File: config.mk
export PLATFORM = sky130hd
export DESIGN_NAME = mem_access_unit
export DESIGN_NICKNAME = d
export VERILOG_FILES = /design/src/rtl/mem_access_unit.sv
export SDC_FILE = /design/constraint.sdc
export NUM_CORES = 1
export LEC_CHECK = 0
export CAP_MARGIN = 20
export CORE_MARGIN = 8
export CORE_UTILIZATION = 43
export CTS_CLUSTER_SIZE = 24
export DETAILED_ROUTE_END_ITERATION = 16
export GPL_ROUTABILITY_DRIVEN = 0
export PLACE_DENSITY = 0.95
export SETUP_SLACK_MARGIN = 0.15
export SLEW_MARGIN = 20
export SYNTH_ARGS = -nofsm -noshare
export SYNTH_HDL_FRONTEND = slang
export SYNTH_SLANG_ARGS = --single-unit
File: constraint.sdc
create_clock -name i_clk -period 4.49 [get_ports i_clk]
set_input_delay 0.898 -clock i_clk [delete_from_list [all_inputs] [get_ports i_clk]]
set_output_delay 0.898 -clock i_clk [all_outputs]
set_load 0.02 [all_outputs]
File: src/rtl/mem_access_unit.sv
// Load/store front end for the 8-bit memory block.
// Core requests arrive on a valid/ready channel; load data returns on a valid/ready response channel.
module mem_access_unit #(
    parameter int ADDR_W       = 8,
    parameter int DATA_W       = 8,
    parameter int READ_LATENCY = 1
) (
    input  logic              i_clk,
    input  logic              i_rst_n,
    input  logic              i_req_valid,
    output logic              o_req_ready,
    input  logic              i_req_write,
    input  logic [ADDR_W-1:0] i_req_address,
    input  logic [DATA_W-1:0] i_req_wdata,
    output logic              o_resp_valid,
    input  logic              i_resp_ready,
    output logic [DATA_W-1:0] o_resp_rdata,
    output logic [ADDR_W-1:0] o_mem_address,
    output logic              o_mem_operation,
    output logic [DATA_W-1:0] o_mem_input_value,
    input  logic [DATA_W-1:0] i_mem_value,
    output logic              o_busy
);

    localparam int CNT_W = (READ_LATENCY < 2) ? 1 : $clog2(READ_LATENCY + 1);

    typedef enum logic [1:0] {IDLE, ACCESS, WAIT, RESP} state_t;

    state_t             r_state;
    state_t             w_next_state;
    logic [CNT_W-1:0]   r_cnt;
    logic [ADDR_W-1:0]  r_mem_address;
    logic               r_mem_operation;
    logic [DATA_W-1:0]  r_mem_input_value;
    logic               r_resp_valid;
    logic [DATA_W-1:0]  r_resp_rdata;
    logic               w_cnt_last;

    assign w_cnt_last = (r_cnt == CNT_W'(1));

    always_ff @(posedge i_clk or negedge i_rst_n) begin
        if (!i_rst_n) begin
            r_state <= IDLE;
        end else begin
            r_state <= w_next_state;
        end
    end

    // During ACCESS the registered operation bit tells a store (1) from a load (0).
    always_comb begin
        w_next_state = r_state;
        case (r_state)
            IDLE:    if (i_req_valid)  w_next_state = ACCESS;
            ACCESS:  w_next_state = r_mem_operation ? IDLE : WAIT;
            WAIT:    if (w_cnt_last)   w_next_state = RESP;
            RESP:    if (i_resp_ready) w_next_state = IDLE;
            default: w_next_state = IDLE;
        endcase
    end

    always_comb begin
        o_req_ready = (r_state == IDLE);
        o_busy      = (r_state != IDLE);
    end

    // Async reset also drops the write strobe, so an interrupted store never commits.
    always_ff @(posedge i_clk or negedge i_rst_n) begin
        if (!i_rst_n) begin
            r_cnt             <= '0;
            r_mem_address     <= '0;
            r_mem_operation   <= 1'b0;
            r_mem_input_value <= '0;
            r_resp_valid      <= 1'b0;
            r_resp_rdata      <= '0;
        end else begin
            case (r_state)
                IDLE: begin
                    if (i_req_valid) begin
                        r_mem_address     <= i_req_address;
                        r_mem_input_value <= i_req_wdata;
                        r_mem_operation   <= i_req_write;
                    end
                end
                ACCESS: begin
                    r_mem_operation <= 1'b0;
                    if (!r_mem_operation) begin
                        r_cnt <= CNT_W'(READ_LATENCY);
                    end
                end
                WAIT: begin
                    r_cnt <= r_cnt - CNT_W'(1);
                    if (w_cnt_last) begin
                        r_resp_rdata <= i_mem_value;
                        r_resp_valid <= 1'b1;
                    end
                end
                RESP: begin
                    if (i_resp_ready) begin
                        r_resp_valid <= 1'b0;
                    end
                end
                default: begin
                    r_mem_operation <= 1'b0;
                    r_resp_valid    <= 1'b0;
                end
            endcase
        end
    end

    assign o_mem_address     = r_mem_address;
    assign o_mem_operation   = r_mem_operation;
    assign o_mem_input_value = r_mem_input_value;
    assign o_resp_valid      = r_resp_valid;
    assign o_resp_rdata      = r_resp_rdata;

endmodule

==> metrics.md, run 1 <==
| Metric | Value |
|---|---|
| Outcome | `complete, no violations` |
| Hold-fix buffers, CTS | `0` |
| Yosys cell types | `18` |
| Vias in the first global route | `867` |
| Slew Limit Fails | `0` |
| Startpoint types | `flop` |
| Min Clock Period, post-route | `2.51 ns` |
| Syn_area_per_cell | `~15 um^2` |
| Final ANT Viol Nets | `0` |
| Main flop type after synthesis | `dfrtp_1` |
| Pre-CTS WS | `~2.2 ns` |
| # IOs | `57` |
| Register area | `just over 700 um^2` |
| CP required | `about 3.6 ns` |
| Setup bufs post-CTS | `0` |
| Hold WC Path Type | `reg2reg` |
| Port bufs | `56` |
| Die outline height | `68.8 um` |
| DRC Markers | `0` |
| Yosys top cell area share | `60.6%` |
| Multi-input logic area | `423 um^2` |
| Gr usage total | `about an eighth` |
| CTS sink cnt | `29` |
| Synth area leader | `dfrtp_1` |
| Critical path endpoint category | `output pin` |
| RSZ-0062 raised after global routing | `false` |
| Vias per cell | `approximately 4.8` |
| Final setup viols | `0` |
| Top-count cell post-synth | `dfrtp_1` |
| Global-route wire length before repair | `4.38 mm` |
| R2R setup slack | `3.00 ns` |
| CTS root buf | `clkbuf_4` |
| Static Leak | `0.790 nW` |
| H-tree depth | `2` |
| Relative slew slack | `71.5%` |
| Post-DP Area | `1760 um^2` |
| Initial antenna violation count | `0` |
| FP Rows | `19` |
| Worst EP arrival | `1.61 ns` |
| Post-Syn Nets | `108` |
| Filler cells | `approximately 220` |
| CTS Buf Count | `5` |
| Largest net degree at the start of global routing | `30` |
| Crit Path Max Fanout | `10` |
| Mapped cell area | `1200 um^2` |
| Crit path kind | `reg2out` |
| Max Root-Sink Buffers | `2` |
| Latest clock arrival within the worst-skew pair | `0.33 ns` |
| Final WS setup | `1.98 ns` |
| Mapped Cells | `approximately 80` |
| Die Footprint | `4730 um^2` |
| Hpwl dp | `2.11 mm` |
| Dpl cells | `163` |
| Number of flops mapped to enable cells by yosys | `0` |
| Max-cap viol count | `0` |
| Area delta synth->final | `53.1%` |
| Endpoints failing hold | `0` |
| Starting Density | `44.2%` |
| Antenna Cells | `0` |
| VDD IR max | `547 uV` |
| WL/cell | `16.0 um` |
| Area of the core | `2710 um^2` |
| Drt pass-1 iters | `3` |
| Synthesized flop and latch total | `29` |
| Least-Margin Pin Slew | `0.426 ns` |
| Fin crit share | `between 50% and 60%` |
| Initial DRC count | `43` |
| Sequential-to-total area share from yosys stat | `60.6%` |
| Synth top area cells | `dfrtp_1 (61%), mux2_2 (14%), mux2_4 (11%)` |
| DIE WIDTH | `slightly below 70 um` |
| Achievable Freq | `398 MHz` |
| Layout cell share with drive strength beyond 1 | `25.0%` |
| Clock-pin transition on the worst setup and hold timing paths | `roughly 0.080 ns` |
| Non-filler cells in the finished layout | `around 170` |
| Nets | `168` |
| Final WL | `~2.7 mm` |
| Vias post-DR | `827` |
| TritonCTS clock tree | `yes` |
| Ys async rst share | `100%` |
| Setup TNS | `0 ns` |
| Commonest cells post-synth | `dfrtp_1 (29), mux2_2 (15), mux2_4 (9)` |
| Finished Cell Area | `1830 um^2` |
| Hold Slack | `0.514 ns` |
| Clock skew | `between 0.01 and 0.015 ns` |
| Synth Warn # | `0` |
| Post-CTS sizing | `0` |
| Power Density | `between 700 and 800 nW/um^2` |
| Gr ovfl total | `0` |
## critical path: stages (launching register included)
cell and delay (ns):
dfrtp_1 0.50, nor2_4 0.18, clkdlybuf4s50_1 0.62
## power breakdown
group / internal (W) / switching, W / total (W)
clock: 0.0000906 / 0.0000887 / 0.000179
sequential: 0.000395 / 0.0000979 / 0.000493
combinational: 0.000411 / 0.000318 / 0.000730
## metrics by stage
step / util [%] / total power, W
after detailed placement: 65.1 / 0.00124
final: 67.6 / 0.00140
after floorplan: - / 0.000917
after global routing: 67.6 / 0.00148
after global placement: 65.1 / 0.00122
after CTS: 67.6 / 0.00142
## per-layer routing
| metal | track usage [%] | up-vias | part of all wire, % |
|---|---|---|---|
| met4 | 9.02 | 0 | 2.9 |
| met1 | 12.5 | 407 | 36 |
| met3 | 4.04 | 7 | 5.9 |
| met5 | 0 | - | 0 |
| met2 | 22.8 | 24 | 55 |
| li1 | - | 389 | - |
## final timing paths
check	from	end	cells after the start
worst max register to register	flop	o_mem_address[5]	3
max in group asynchronous	i_rst_n	o_mem_input_value[1]	2
worst max-delay path	flop	o_req_ready	2
worst min-delay path	o_resp_rdata[7]	o_resp_rdata[7]	1
min in group asynchronous	i_rst_n	o_mem_operation	2
worst min register to register	o_resp_rdata[7]	o_resp_rdata[7]	1
## kinds of logic after synthesis
family          after synthesis  share of synthesized area (%)
flops                        29                           60.6
mux                          24                           25.4
simple gates                 13                           6.17
compound gates                7                           3.76
buf+inv                       6                           4.08
## cells in the final DEF, fill, tap and decap left out
cell type         n
clkdlybuf4s50_1  56
dfrtp_1          29
mux2_2           15
mux2_4            9
nand2_1           6
clkbuf_4          5
inv_1             2
nand2b_1          2
o21ai_0           2
a21oi_1           2
clkbuf_8          2
nor2_4            1
nand3b_1          1
and2_4            1
o211ai_1          1
nor3b_1           1
a211o_1           1
nor2_1            1
a32oi_1           1
clkinv_2          1
buf_4             1
## flip-flops by register name, summed over array words and instances (netlist names), named ones only
signal,cells
o_mem_address,8
o_mem_input_value,8
o_resp_rdata,8
o_mem_operation,1
o_resp_valid,1
r_cnt,1
r_state,1
## cell type report
type                            count  share of cell area [%]
Multi-Input combinational cell     44                    23.1
Inverter                            2                   0.410
Clock inverter                      1                   0.273
Tap cell                           31                    2.12
Clock buffer                        7                    3.55
Sequential cell                    29                    39.6
Timing Repair Buffer               57                    31.0
Note: power is estimated with default switching activity, not from simulation.
==> run 2, diff against run 1 <==
--- a/config.mk
+++ b/config.mk
@@ -7,11 +7,11 @@
 export LEC_CHECK = 0
 export CAP_MARGIN = 20
 export CORE_MARGIN = 8
-export CORE_UTILIZATION = 43
+export CORE_UTILIZATION = 36
 export CTS_CLUSTER_SIZE = 24
 export DETAILED_ROUTE_END_ITERATION = 16
 export GPL_ROUTABILITY_DRIVEN = 0
-export PLACE_DENSITY = 0.95
+export PLACE_DENSITY = 0.87
 export SETUP_SLACK_MARGIN = 0.15
 export SLEW_MARGIN = 20
 export SYNTH_ARGS = -nofsm -noshare
==> constraint.sdc (replaced) <==
create_clock -name i_clk -period 2.25 [get_ports i_clk]
set_input_delay 0.45 -clock i_clk [delete_from_list [all_inputs] [get_ports i_clk]]
set_output_delay 0.45 -clock i_clk [all_outputs]
set_load 0.02 [all_outputs]
==> run 2 against run 1 <==
- sequential cell count unchanged
- combinational power increased by 100%
- routed wire length grew 7.5%
- via count grew 1.5%
- hold slack lost 0.011 ns
- first-iteration DRC count down 40%
- clock power grew 74%
- sequential share of layout area shrank 0.052 points
- die area rose by 15%
- critical path type unchanged
- critical endpoint is now o_busy
- core utilization decreased by 11 points
- sequential power increased by 100%
==> metrics.md, run 2 (synthesis results as in run 1) <==
| Metric | Value |
|---|---|
| Outcome | `complete, no violations` |
| Gr ovfl total | `0` |
| Final WL | `2.95 mm` |
| Worst R2R End | `o_mem_address[6]` |
| Dpl cells | `178` |
| Crit path kind | `reg2out` |
| Static Leak | `around 0.79 nW` |
| RSZ-0062 raised after global routing | `false` |
| CP peak stage delay | `0.54 ns` |
| Die Footprint | `5430 um^2` |
| R2R setup slack | `0.78 ns` |
| Worst EP arrival | `1.56 ns` |
| Initial antenna violation count | `0` |
| Slew Limit Fails | `0` |
| Vias per cell | `around 4.5` |
| Hold WC Path Type | `in2async` |
| Drt pass-1 iters | `3` |
| Global-route wire length before repair | `4.82 mm` |
| WL met1 | `1.03 mm` |
| Fin crit share | `89.4%` |
| Layout cell share with drive strength beyond 1 | `25.2%` |
| Power Density | `1500 nW/um^2` |
| Top Layer Used | `met4` |
| H-tree depth | `2` |
| CTS sink cnt | `29` |
| Relative slew slack | `roughly 75%` |
| Most common cell after layout, fill and taps aside | `clkdlybuf4s50_1` |
| Endpoints failing hold | `0` |
| Nets | `168` |
| Clock skew | `0.00740 ns` |
| Setup TNS | `0 ns` |
| Crit Path Max Fanout | `10` |
| Least-Margin Pin Slew | `0.372 ns` |
| VDD IR max | `slightly below 700 uV` |
| DRC Markers | `0` |
| Routed wl met3 | `264 um` |
| Vias post-DR | `839` |
| Die outline height | `73.7 um` |
| Clock-pin transition on the worst setup and hold timing paths | `0.09 ns` |
| Area of the core | `3260 um^2` |
| CTS root buf | `clkbuf_4` |
| Min Clock Period, post-route | `2.01 ns` |
| Max Root-Sink Buffers | `2` |
| CP required | `1.80 ns` |
| Gr usage total | `11.9%` |
| Critical path endpoint category | `output pin` |
| Crit path cell chain | `nor2_4, inv_1, clkdlybuf4s50_1` |
| Filler cells | `just under 300` |
| Hpwl dp | `around 2.3 mm` |
| FP Rows | `21` |
| Achievable Freq | `497 MHz` |
| Hold-fix buffers, CTS | `0` |
| Critical Path End | `o_busy` |
| CTS Buf Count | `5` |
| Initial DRC count | `26` |
| Crit path max-delay cell type | `clkdlybuf4s50_1` |
| Largest net degree at the start of global routing | `30` |
| Startpoint types | `flop` |
| Worst Reg2Reg Path Length in Cells | `3` |
| Starting Density | `36.8%` |
| Final setup viols | `0` |
| Port bufs | `56` |
| Area delta synth->final | `53.8%` |
| Metal2 WL | `about 1.6 mm` |
| # IOs | `57` |
| TritonCTS clock tree | `yes` |
| Final ANT Viol Nets | `0` |
| Max-cap viol count | `0` |
| DIE WIDTH | `73.7 um` |
| Non-filler cells in the finished layout | `185` |
| Most frequent cells in the layout | `clkdlybuf4s50_1 (55), dfrtp_1 (27), mux2_2 (15)` |
| Antenna Cells | `0` |
| WL/cell | `15.9 um` |
| Latest clock arrival within the worst-skew pair | `between 0.3 and 0.4 ns` |
| Vias in the first global route | `975` |
-- run 2: changes by cell type in the layout (fill, tap and decap cells not counted) --
cell,previous run,this run
dfrtp_1,29,27
clkbuf_1,0,1
clkdlybuf4s50_1,56,55
clkbuf_8,2,1
dfrtp_2,0,2
dlymetal6s2s_1,0,1
clkinv_2,1,0
-- run 2: final cells by class --
class	instances	area, um^2	area share [%]
Sequential cell	29	728	39.5
Timing Repair Buffer	57	571	31.0
Multi-Input combinational cell	44	423	23.0
Tap cell	46	57.6	3.12
Clock buffer	7	55.1	2.99
Inverter	2	7.51	0.408
-- run 2: what timing repair did --
item                                    4_1_cts  5_1_grt
setup buffers                                 0        0
endpoints found under the setup margin        0        2
resized for setup                             0        3
-- run 2: how the worst min path moves through the flow --
stage | end | cells after the start
after floorplan | async pin | 0
after global placement | o_resp_rdata[3] | 1
after detailed placement | o_mem_address[4] | 1
after CTS | o_resp_rdata[7] | 2
after global routing | o_mem_address[5] | 2
final | o_resp_rdata[7] | 2
-- run 2: where the power goes --
| part | internal, W | switching [W] |
|---|---|---|
| sequential | 0.000793 | 0.000200 |
| combinational | 0.000819 | 0.000646 |
| clock | 0.000147 | 0.000164 |
-- run 2: through the flow --
| stage | hold WS [ns] | total power, W | cell area (um^2) | worst slack (ns) | util [%] |
|---|---|---|---|---|---|
| global placement | 0.489 | 0.00242 | 1780 | 0.499 | 54.7 |
| CTS | 0.503 | 0.00281 | 1840 | 0.151 | 56.4 |
| detailed placement | 0.492 | 0.00248 | 1780 | 0.447 | 54.7 |
| global route | 0.538 | 0.00294 | 1840 | 0.156 | 56.5 |
| floorplan | 0.154 | 0.00183 | 1200 | 0.717 | - |
| finish | 0.502 | 0.00277 | 1840 | 0.239 | 56.5 |
-- run 2: layer usage --
metal | track usage (%) | vias up
li1 | - | 392
met1 | 10.9 | 408
met2 | 21.0 | 34
met3 | 5.18 | 5
met4 | 7.32 | 0
met5 | 0 | -
-- run 2: critical path: cells and delay by family (launching register included) --
kind | cells | cell delay, ns
and+or+nand+nor | 1 | 0.16
DFF | 1 | 0.49
buffers and inverters | 2 | 0.60
